## src/rtl/spi_response_tx_if.sv

```systemverilog
// SPI pin bundle between host (master) and response transmitter (slave).
// Mode 0 link: host drives SCLK/CS_N, slave drives MISO and its enable.
interface spi_response_tx_if;
   logic spi_sclk;
   logic spi_cs_n;
   logic spi_miso;
   logic spi_miso_oe;

   modport master (
      output spi_sclk,
      output spi_cs_n,
      input  spi_miso,
      input  spi_miso_oe
   );

   modport slave (
      input  spi_sclk,
      input  spi_cs_n,
      output spi_miso,
      output spi_miso_oe
   );
endinterface

```

## src/rtl/spi_response_tx.sv

```systemverilog
// SPI-slave mode 0 response transmitter: one {status, result} byte per host byte.
// Define RESP_SEQ_EN to interleave an 8-bit sequence counter on odd bytes.
module spi_response_tx #(
   parameter int          SYNC_STAGES      = 2,
   parameter logic [3:0]  NO_RESULT_NIBBLE = 4'hF
) (
   input  logic                   clk,
   input  logic                   rst_n,
   spi_response_tx_if.slave       spi,
   input  logic [3:0]             status_code,
   input  logic                   result_valid,
   input  logic [3:0]             result_out,
   output logic                   tx_busy,
   output logic                   byte_sent
);

   typedef enum logic [1:0] {
      S_IDLE  = 2'b00,
      S_LOAD  = 2'b01,
      S_SHIFT = 2'b10
   } state_t;

   state_t state, state_nxt;

   logic [SYNC_STAGES-1:0] sclk_sync;
   logic [SYNC_STAGES-1:0] cs_sync;
   logic                   sclk_q;
   logic                   cs_q;
   logic                   sclk_s;
   logic                   cs_s;
   logic                   sclk_rise;
   logic                   sclk_fall;
   logic                   cs_fall;

   logic [2:0]             bit_cnt;
   logic [7:0]             tx_sr;
   logic [7:0]             snapshot;
   logic [7:0]             next_byte;
   logic                   wrap;
   logic                   reload;

   // Idle values: SCLK low, CS deasserted.
   always_ff @(posedge clk or negedge rst_n) begin
      if (!rst_n) begin
         sclk_sync <= '0;
         cs_sync   <= '1;
         sclk_q    <= 1'b0;
         cs_q      <= 1'b1;
      end else begin
         sclk_sync <= {sclk_sync[SYNC_STAGES-2:0], spi.spi_sclk};
         cs_sync   <= {cs_sync[SYNC_STAGES-2:0], spi.spi_cs_n};
         sclk_q    <= sclk_s;
         cs_q      <= cs_s;
      end
   end

   assign sclk_s    = sclk_sync[SYNC_STAGES-1];
   assign cs_s      = cs_sync[SYNC_STAGES-1];
   assign sclk_rise = sclk_s & ~sclk_q;
   assign sclk_fall = ~sclk_s & sclk_q;
   assign cs_fall   = ~cs_s & cs_q;

   assign snapshot = {status_code,
                      result_valid ? result_out : NO_RESULT_NIBBLE};

   assign wrap   = (state == S_SHIFT) && sclk_rise && (bit_cnt == 3'd7);
   assign reload = (state == S_SHIFT) && !cs_s && sclk_fall
                   && (bit_cnt == 3'd0);

`ifdef RESP_SEQ_EN
   logic       odd;
   logic [7:0] seq_cnt;

   // Counter survives frames; only the byte parity restarts per frame.
   always_ff @(posedge clk or negedge rst_n) begin
      if (!rst_n) begin
         odd     <= 1'b0;
         seq_cnt <= 8'h00;
      end else begin
         if (state == S_LOAD)
            odd <= 1'b0;
         else if (reload)
            odd <= ~odd;
         if (wrap && !odd)
            seq_cnt <= seq_cnt + 8'h01;
      end
   end

   assign next_byte = odd ? snapshot : seq_cnt;
`else
   assign next_byte = snapshot;
`endif

   always_ff @(posedge clk or negedge rst_n) begin
      if (!rst_n)
         state <= S_IDLE;
      else
         state <= state_nxt;
   end

   always_comb begin
      state_nxt = state;
      case (state)
         S_IDLE:  if (cs_fall) state_nxt = S_LOAD;
         S_LOAD:  state_nxt = cs_s ? S_IDLE : S_SHIFT;
         S_SHIFT: if (cs_s) state_nxt = S_IDLE;
         default: state_nxt = S_IDLE;
      endcase
   end

   always_ff @(posedge clk or negedge rst_n) begin
      if (!rst_n) begin
         bit_cnt   <= 3'd0;
         tx_sr     <= 8'h00;
         byte_sent <= 1'b0;
      end else begin
         byte_sent <= wrap;
         if (state == S_LOAD) begin
            tx_sr   <= snapshot;
            bit_cnt <= 3'd0;
         end else if (state == S_SHIFT) begin
            if (cs_s)
               bit_cnt <= 3'd0;
            else if (sclk_rise)
               bit_cnt <= bit_cnt + 3'd1;
            else if (sclk_fall) begin
               if (bit_cnt != 3'd0)
                  tx_sr <= {tx_sr[6:0], 1'b0};
               else
                  tx_sr <= next_byte;
            end
         end
      end
   end

   assign tx_busy         = (state != S_IDLE);
   assign spi.spi_miso    = tx_busy & tx_sr[7];
   assign spi.spi_miso_oe = tx_busy;

endmodule
```

## src/flat_wrapper.sv

```systemverilog
// flat-port wrapper written by rule: the top's interface ports become plain ports
module spi_response_tx_flat 
#(
   parameter int          SYNC_STAGES      = 2,
   parameter logic [3:0]  NO_RESULT_NIBBLE = 4'hF
)
  (clk, rst_n, status_code, result_valid, result_out, tx_busy, byte_sent, spi_spi_sclk, spi_spi_cs_n, spi_spi_miso, spi_spi_miso_oe);
  spi_response_tx_if spi_i ();
  input  logic clk;
  input  logic rst_n;
  input  logic [3:0] status_code;
  input  logic result_valid;
  input  logic [3:0] result_out;
  output logic tx_busy;
  output logic byte_sent;
  input wire logic [$bits(spi_i.spi_sclk)-1:0] spi_spi_sclk;
  input wire logic [$bits(spi_i.spi_cs_n)-1:0] spi_spi_cs_n;
  output wire logic [$bits(spi_i.spi_miso)-1:0] spi_spi_miso;
  output wire logic [$bits(spi_i.spi_miso_oe)-1:0] spi_spi_miso_oe;
  assign spi_i.spi_sclk = spi_spi_sclk;
  assign spi_i.spi_cs_n = spi_spi_cs_n;
  assign spi_spi_miso = spi_i.spi_miso;
  assign spi_spi_miso_oe = spi_i.spi_miso_oe;
  spi_response_tx #(.SYNC_STAGES(SYNC_STAGES), .NO_RESULT_NIBBLE(NO_RESULT_NIBBLE)) u_core (.clk(clk), .rst_n(rst_n), .spi(spi_i), .status_code(status_code), .result_valid(result_valid), .result_out(result_out), .tx_busy(tx_busy), .byte_sent(byte_sent));
endmodule
```

## config.mk

```make
export PLATFORM = sky130hd
export DESIGN_NAME = spi_response_tx_flat
export DESIGN_NICKNAME = d
export VERILOG_FILES = /design/src/rtl/spi_response_tx_if.sv /design/src/rtl/spi_response_tx.sv /design/src/flat_wrapper.sv
export SDC_FILE = /design/constraint.sdc
export NUM_CORES = 1
export LEC_CHECK = 0
export CAP_MARGIN = 20
export CORE_ASPECT_RATIO = 1.5
export CORE_MARGIN = 2
export CORE_UTILIZATION = 52
export DETAILED_ROUTE_END_ITERATION = 8
export PLACE_DENSITY = 0.77
export SLEW_MARGIN = 30
export SYNTH_ARGS = -nofsm -noshare
export SYNTH_HDL_FRONTEND = slang
export SYNTH_SLANG_ARGS = --single-unit
```

## constraint.sdc

```tcl
create_clock -name clk -period 1.7 [get_ports clk]
set_input_delay 0.255 -clock clk [delete_from_list [all_inputs] [get_ports clk]]
set_output_delay 0.255 -clock clk [all_outputs]
set_load 0.02 [all_outputs]
```

# Yosys cells after proc, flatten, opt, wreduce, memory -nomap -nowiden
# Cells that the tools add are included.
[word_totals]
register_bits = 20
in_bits = 13
output_inout_bits = 4
word_cells = 49
[op_classes]
add_sub_neg = 1
eq_ne = 7
mux = 15
bitwise = 7
reduce_logical = 11
[op_table]
columns = ["operator", "n"]
rows = [
  ["$mux W8", 6],
  ["$mux W3", 4],
  ["$mux W2", 3],
  ["$pmux W2 S3", 1],
  ["$reduce_bool A2 Y1", 3],
  ["$reduce_bool A3 Y1", 2],
  ["$and A1 B1 Y1", 4],
  ["$mux W4", 1],
  ["$ne A2 B1 Y1 const B", 2],
  ["$ne A2 B2 Y1 const B", 2],
  ["$reduce_and A2 Y1", 2],
  ["$reduce_and A4 Y1", 1],
  ["$add A3 B1 Y3 const B", 1],
  ["$eq A3 B3 Y1 const B", 1],
  ["$not A1 Y1", 3],
  ["$eq A2 B1 Y1 const B", 1],
  ["$eq A2 B2 Y1 const B", 1],
  ["$logic_and A1 B1 Y1", 2],
  ["$logic_not A2 Y1", 1],
]

# Depth between registers and ports, before layout
[depth]
depth_word = 7
depth_mapped = 6
depth_no_buf = 5

# Worst setup path before layout
# No wires, ideal clock.
[synth_timing]
kind = "register -> register"
startpoint = "reg u_core.state[1]"
endpoint = "reg u_core.tx_sr[4]"
setup_time_ps = 136
arrival_time_ps = 1295
path_slack_ps = 269
path_stages_with_launch = 6
synth_period_minus_slack_ps = 1431
path_cell_list = "dfrtp_1 -> inv_1 -> ha_1 -> or3b_4 -> a31oi_1 -> a31oi_1"
[synth_via]
elab_chain_cells = 3
elab_cells_between_ends = 8
cone_classes = "4 x eq/ne; 1 x mux; 3 x reduce/logical"
[synth_rtl]
columns = ["item", "line_no", "rtl"]
rows = [
  ["start: declaration", "spi_response_tx.sv:23", "state_t state, state_nxt;"],
  ["start signal: assignment", "spi_response_tx.sv:98", "state <= state_nxt;"],
  ["$eq A2 B1 Y1 / $eq A2 B2 Y1 (equally long branches)", "spi_response_tx.sv:118, spi_response_tx.sv:121", ""],
  ["$ne A2 B2 Y1 (no line) / $reduce_bool A2 Y1 (equally long branches)", "-", ""],
  ["$reduce_and A4 Y1 (no line)", "-", ""],
  ["end signal: assignment", "spi_response_tx.sv:119", "tx_sr <= snapshot;"],
  ["end signal: assignment", "spi_response_tx.sv:128", "tx_sr <= {tx_sr[6:0], 1'b0};"],
  ["end signal: assignment", "spi_response_tx.sv:130", "tx_sr <= next_byte;"],
  ["end: declaration", "spi_response_tx.sv:36", "logic [7:0] tx_sr;"],
]
# Parallel ways exist; a longest one is shown, timed or not.
# A chain may end at the register's enable or synchronous reset.

# Final worst setup path
[layout_timing]
startpoint = "reg u_core.state[0]"
endpoint = "reg u_core.tx_sr[7]"
# The elaborated chain is that of the path after synthesis.

==> flow_metrics.py <==
metrics = {
    "drt": {
        "drcViolationCount": 0,
        "drtPass1Iterations": 5,
        "vias_per_cell": 5.88,
        "totalWireLength_um": 2110,
        "vias": 853,
        "postRouteAntennaNets": 0,
        "drtIter0Drc": 21,
        "wl_per_cell_um": 14.6,
    },
    "clocking": {
        "cts_tree": "built",
        "worst_setup_hold_path_clk_slew_ns": 0.12,
        "post_cts_buffers": 0,
        "post_cts_resized": 7,
        "postCtsHoldBufs": 0,
        "htreeDepth": 1,
        "clock-sinks": 20,
        "clock_latency_ns": 0.30,
        "clockBufferDepth": 2,
        "ctsRootBufferMaster": "clkbuf_4",
        "cts_buffers": 3,
    },
    "timing": {
        "setup_viol": 0,
        "fin_setup_tns_ns": 0,
        "min_period_over_period_pct": 95.7,
        "fin_worst_hold_slack_ns": 0.280,
        "layout_min_cycle_time_ns": 1.63,
        "rsz0062_at_grt": "false",
        "tightestPinTransition_ns": 0.444,
        "slew_viol_final": 0,
        "clock_skew_ns": 0.00652,
        "slew_headroom_pct": 70.2,
        "max_freq_ghz": 0.615,
        "hold_viol": 0,
    },
    "synth": {
        "yosysUniqueCellTypes": 34,
        "synth.yosys.warnings": 0,
        "yosysTopAreaCellShare_pct": 38.1,
        "synthFlopType": "dfrtp_1",
        "yosys-top-cells-count": "dfrtp_1, inv_1, a31oi_1, ha_1, o31ai_1",
        "synth_seq_cells": 20,
        "synth_cells": 102,
        "avgSynthCellArea_um2": 10.9,
        "syn-num-nets": 123,
        "synth_area_leaders": "dfrtp_1, ha_1, dfstp_2",
        "yosysTopAreaCell": "dfrtp_1",
        "yosysSeqAreaShare_pct": 45.2,
        "post-synth-top-count-cell": "dfrtp_1",
        "synthArstFlopShare_pct": 100,
        "synth_edf_count": 0,
        "synth_area_um2": 1120,
    },
    "pwr": {
        "p_leak_nw": 0.618,
        "p_switching_w": 0.000893,
        "p_seq_share_pct": 30.8,
        "clockPowerShare_pct": 17.0,
        "internal_power_w": 0.00138,
        "power_density_nw_per_um2": 1670,
        "swShare_pct": 39.3,
        "peakVddDrop_mv": 1.03,
        "p_comb_share_pct": 52.2,
    },
    "critical_path": {
        "crit_type": "register to register",
        "critPathLaunchType": "register",
        "startpoint": "u_core.state[0]",
        "worstPathMaxFanout": 5,
        "cpLargestDelayFamily": "simple AND/OR/NAND/NOR gates",
        "crit_top_cell": "a31oi_1",
        "slowest_delay_ns": 0.46,
        "required_ns": 1.89,
        "crit_path_cell_trace": "buf_4 > ha_1 > or3b_4 > a31oi_1 > a31oi_1",
        "worst_ep_arrival_time_ns": 1.81,
        "path_buf_inv": 1,
        "r2r_start": "u_core.state[0]",
        "worstSetupEndpointType": "register",
        "crit_slowest_cell": "or3b_4",
    },
    "floorplanning": {
        "ioPinCount": 17,
        "dieArea_um2": 2540,
        "core_area_um2": 2030,
        "start_util_pct": 55.1,
        "rows": 20,
        "die_width_um": 41.8,
        "die_h_um": 60.7,
    },
    "final_layout": {
        "syn_to_final_growth_pct": 22.0,
        "layout.area.seq_um2": 504,
        "layout-drive-gt1-share_pct": 22.8,
        "insertedDiodeCount": 0,
        "num-nets-final": 145,
        "fillers": 162,
        "multiInputGateArea_um2": 553,
    },
    "status": {
        "status": "finished, final reports clean",
    },
    "place": {
        "gp_congestion": 0.849,
        "dp_hpwl_um": 1560,
        "io_buffer_count": 16,
    },
    "global_routing": {
        "grt_max_degree": 21,
        "antenna_found_initial": 0,
        "grt_pass1_vias": 811,
        "grt_util_all_layers_pct": 19.1,
        "overflow": 0,
        "grt_pass1_wl_um": 3600,
    },
    "hold_path": {
        "hold_path.class": "input port to async pin",
    },
    "job": {
        "max_cap_violations": 0,
    },
}
-- kinds of logic (layout without fill, tap and decap cells) --
logic type / Yosys count / in the layout / synth area share [%]
compound gates: 37 / 37 / 24.2
fa+ha+maj: 8 / 8 / 8.97
buf+inv: 14 / 35 / 6.28
flops: 20 / 20 / 45.2
mux: 1 / 1 / 1.01
simple gates: 22 / 22 / 14.3
-- cells in the final DEF, fill, tap and decap left out, types with 2 or more instances in the layout --
cell,count
clkbuf_4,3
or3b_1,4
and3_1,2
dfrtp_1,17
ha_2,2
a22o_1,2
nand2b_1,2
o32ai_1,2
nor2_1,2
nor3_1,3
buf_4,6
clkbuf_2,3
dfstp_2,3
ha_1,6
a31oi_1,8
o211a_1,3
nor2b_1,4
inv_1,8
clkdlybuf4s50_1,13
o31ai_1,8
o21ai_0,5
-- worst paths after layout --
check | cells past startpoint | slack (ns) | endpoint
worst max register to register | 5 | 0.07 | u_core.tx_sr[7]
worst max-delay path | 5 | 0.07 | u_core.tx_sr[7]
min in group clk | 1 | 0.35 | u_core.cs_sync[0]
worst min register to register | 0 | 0.36 | u_core.cs_sync[1]
worst min-delay path | 2 | 0.28 | u_core.tx_sr[7]
max in group asynchronous | 2 | 1.14 | u_core.cs_sync[0]
-- power groups by stage --
stage | Clock, W | Sequential (W) | Combinational [W]
after floorplan | 0 | 0.000689 | 0.000854
after detailed placement | 0 | 0.000709 | 0.00119
after global routing | 0.000408 | 0.000720 | 0.00131
final | 0.000387 | 0.000701 | 0.00119
after global placement | 0 | 0.000703 | 0.00116
after CTS | 0.000396 | 0.000701 | 0.00118
-- state kept, by name, summed over array words and instances (netlist names) --
register and flops:
u_core.cs_q 1, u_core.tx_sr 8, u_core.sclk_sync 2, u_core.bit_cnt 3, u_core.byte_sent 1, u_core.sclk_q 1
u_core.state 2, u_core.cs_sync 2
-- metrics by stage --
| stage | cell area, um^2 | std cells | total power, W | setup slack (ns) | utilization, % |
|---|---|---|---|---|---|
| floorplan | 1120 | 102 | 0.00154 | 0.269 | - |
| global placement | 1310 | 141 | 0.00186 | 0.0572 | 64.8 |
| detailed placement | 1310 | 141 | 0.00190 | 0.00586 | 64.8 |
| CTS | 1370 | 145 | 0.00228 | 0.00889 | 67.4 |
| global route | 1360 | 145 | 0.00244 | 0.00435 | 67.2 |
| finish | 1360 | 145 | 0.00227 | 0.0728 | 67.2 |
-- cell type report --
class	instances	area share (%)
inverter	9	2.48
sequential	20	37.0
timing repair buffer	22	14.0
multi-input combinational	68	40.6
clock buffer	3	1.65
clock inverter	1	2.21
tap	22	2.02
-- per-layer routing --
layer | vias up | GRT usage (%) | wire length [um]
met5 | - | 0 | 0
met2 | 20 | 34.6 | 1090
met1 | 405 | 20.8 | 899
met4 | 0 | 13.4 | 47
li1 | 424 | - | -
met3 | 4 | 2.08 | 71
Note: power is estimated with default switching activity, not from simulation.
==> edit, RTL diff (config.mk and constraints unchanged) <==
Encoding of `state_t`: now one-hot (3 bits for 3 states).
--- a/src/rtl/spi_response_tx.sv
+++ b/src/rtl/spi_response_tx.sv
@@ -14,10 +14,10 @@
    output logic                   byte_sent
 );
 
-   typedef enum logic [1:0] {
-      S_IDLE  = 2'b00,
-      S_LOAD  = 2'b01,
-      S_SHIFT = 2'b10
+   typedef enum logic [2:0] {
+      S_IDLE  = 3'b001,
+      S_LOAD  = 3'b010,
+      S_SHIFT = 3'b100
    } state_t;
 
    state_t state, state_nxt;
Formal check against the unedited RTL: same outputs for any inputs over 10 cycles, from zero or initial values and one cycle with rst_n low; not proved beyond that.
==> edit against the unedited design <==
  * The run now ends with setup timing left
  * Count of clock-buffer cells in the layout rose by 1
  * Power fell by 27%
  * Cell count down 6.2%
  * Non-clock buffer count is 11 higher
  * Final area increased by 3.5%
  * Sequential cell count rose by 1
  * Core utilization up 8.8 points
  * Area after synthesis is 8.1% lower
  * Clock skew is 5.7 ps higher
  * Routed wire length decreased by 6.3%
  * Synthesized cell count shrank 20%
  * Worst setup slack got worse by 130 ps
  * First-iteration DRC count down 52%
  * Critical path type is now reg2out
  * Critical endpoint is now spi_spi_miso
  * Largest cell class is now sequential cells
==> edit: results (changes against the unedited design) <==
{
  "critical_path": {
    "largest_fanout_of_any_net_on_the_critical_path": {"value": 2, "change": "was 5"},
    "slowest_delay": {"value": 570, "unit": "ps", "change": "was 460 ps"},
    "worst-endpoint-arrival": {"value": 1500, "unit": "ps", "change": "was 1810 ps"},
    "timing.critical_path.max_delay_family": {"value": "flip-flops", "change": "was simple AND/OR/NAND/NOR gates"}
  },
  "placed_design": {
    "place_area": {"value": 1259, "unit": "um2", "change": "was 1313 um2"},
    "dp_slack": {"value": -182.0, "unit": "ps", "change": "was 5.858 ps"},
    "post-place-cells": {"value": 125, "change": "was 141"},
    "hpwlAfterDp": {"value": 1319, "unit": "um", "change": "was 1557 um"}
  },
  "route": {
    "drtIter0Drc": {"value": 10, "change": "was 21"},
    "drt-met1-wl": {"value": 770, "unit": "um", "change": "was 899 um"},
    "vias": {"value": 728, "change": "was 853"},
    "met3RoutedLength": {"value": 49, "unit": "um", "change": "was 71 um"}
  },
  "outcome": {
    "status": {"value": "finished, violations left", "change": "was complete, no violations"},
    "violations": "setup timing"
  },
  "synth": {
    "yosysSeqAreaShare": {"value": 51.71, "unit": "%", "change": "was 45.18%"},
    "synth.top_cells.by_area": {"value": "dfrtp_1 41%, dfstp_2 10%, mux2_4 5.9%", "change": "was dfrtp_1 38%, ha_1 9.0%, dfstp_2 7.1%"},
    "yosys-top-cells-count": {"value": "17 x dfrtp_1, 6 x inv_1, 5 x mux2_2", "change": "was 17 x dfrtp_1, 9 x inv_1, 8 x a31oi_1, 8 x ha_1, 8 x o31ai_1"},
    "post_synth_fa_ha_maj_area_fraction": {"value": 3.659, "unit": "%", "change": "was 8.969%"},
    "synth.avg_cell_area": {"value": 12.51, "unit": "um2", "change": "was 10.94 um2"}
  },
  "grt": {
    "grt_usage": {"value": 18.27, "unit": "%", "change": "was 19.06%"},
    "met3_usage": {"value": 2.642, "unit": "%", "change": "was 2.083%"},
    "globalRouteMet2Util": {"value": 29.95, "unit": "%", "change": "was 34.60%"},
    "groute.layer.met1.usage": {"value": 20.71, "unit": "%", "change": "was 20.84%"},
    "grt_start_max_net_pins": {"value": 22, "change": "was 21"}
  },
  "cells_and_area": {
    "registers_with_the_most_flip_flops": {"value": "u_core.tx_sr: 8 flops, u_core.bit_cnt: 3 flops, u_core.state: 3 flops", "change": "was u_core.tx_sr: 8 flops, u_core.bit_cnt: 3 flops"},
    "fillCellCount": {"value": 124, "change": "was 162"},
    "post_route_cells_drive_above_1_share": {"value": 42.61, "unit": "%", "change": "was 22.76%"}
  },
  "pwr": {
    "static-leakage-power": {"value": 0.6310, "unit": "nW", "change": "was 0.6183 nW"},
    "clk_pwr": {"value": 243, "unit": "uW", "change": "was 387 uW"},
    "power_share_of_the_sequential_group": {"value": 42.5, "unit": "%", "change": "was 30.8%"}
  },
  "sta": {
    "postLayoutSetupSlackWorst": {"value": -54.01, "unit": "ps", "change": "was 72.76 ps"},
    "finalSetupViolCount": {"value": 3, "change": "was 0"}
  }
}
## edit: changes by cell type in the layout (fill, tap and decap cells not counted), moves of 4 or more
cell     before  now
buf_6         0    5
a31oi_1       8    0
buf_4         6   14
o31ai_1       8    0
or3b_1        4    0
mux2_4        0    7
## edit: path summary, 6_finish.rpt
kind,depth (start not counted),startpoint,slack (ps),endpoint
worst max register to register,7,u_core.state[2]$_DFFE_PN0P_,40,u_core.tx_sr[2]$_DFFE_PN0P_
worst min-delay path,2,rst_n,280,u_core.tx_sr[4]$_DFFE_PN0P_
min in group clk,1,spi_spi_cs_n,340,u_core.cs_sync[0]$_DFF_PN1_
worst max-delay path,4,u_core.state[0]$_DFFE_PN1P_,-50,spi_spi_miso
max in group asynchronous,2,rst_n,1140,u_core.cs_q$_DFF_PN1_
worst min register to register,0,u_core.sclk_sync[0]$_DFF_PN0_,360,u_core.sclk_sync[1]$_DFF_PN0_
## edit: worst register-to-register path, stage by stage, from the launching register on
cell	delay, ps
dfrtp_1	410
buf_4	170
nor3b_4	200
a21oi_2	70
buf_4	140
buf_4	140
nor2b_1	140
o41ai_2	300
## edit: layout make-up
cell class / count / area [um2] / share of cell area, %
Inverter: 6 / 22.52 / 1.599
Tap cell: 21 / 26.28 / 1.865
Timing Repair Buffer: 33 / 306.5 / 21.76
Multi-Input combinational cell: 51 / 496.7 / 35.26
Sequential cell: 21 / 530.5 / 37.66
Clock buffer: 4 / 26.28 / 1.865
## edit: what timing repair did
| action | CTS | global route |
|---|---|---|
| gates cloned | 0 | 0 |
| endpoints found under the setup margin | 6 | 11 |
| pin swaps | 2 | 3 |
| gates resized for setup | 22 | 12 |
| buffers inserted | 1 | 6 |
| hold endpoints to repair | 0 | 0 |
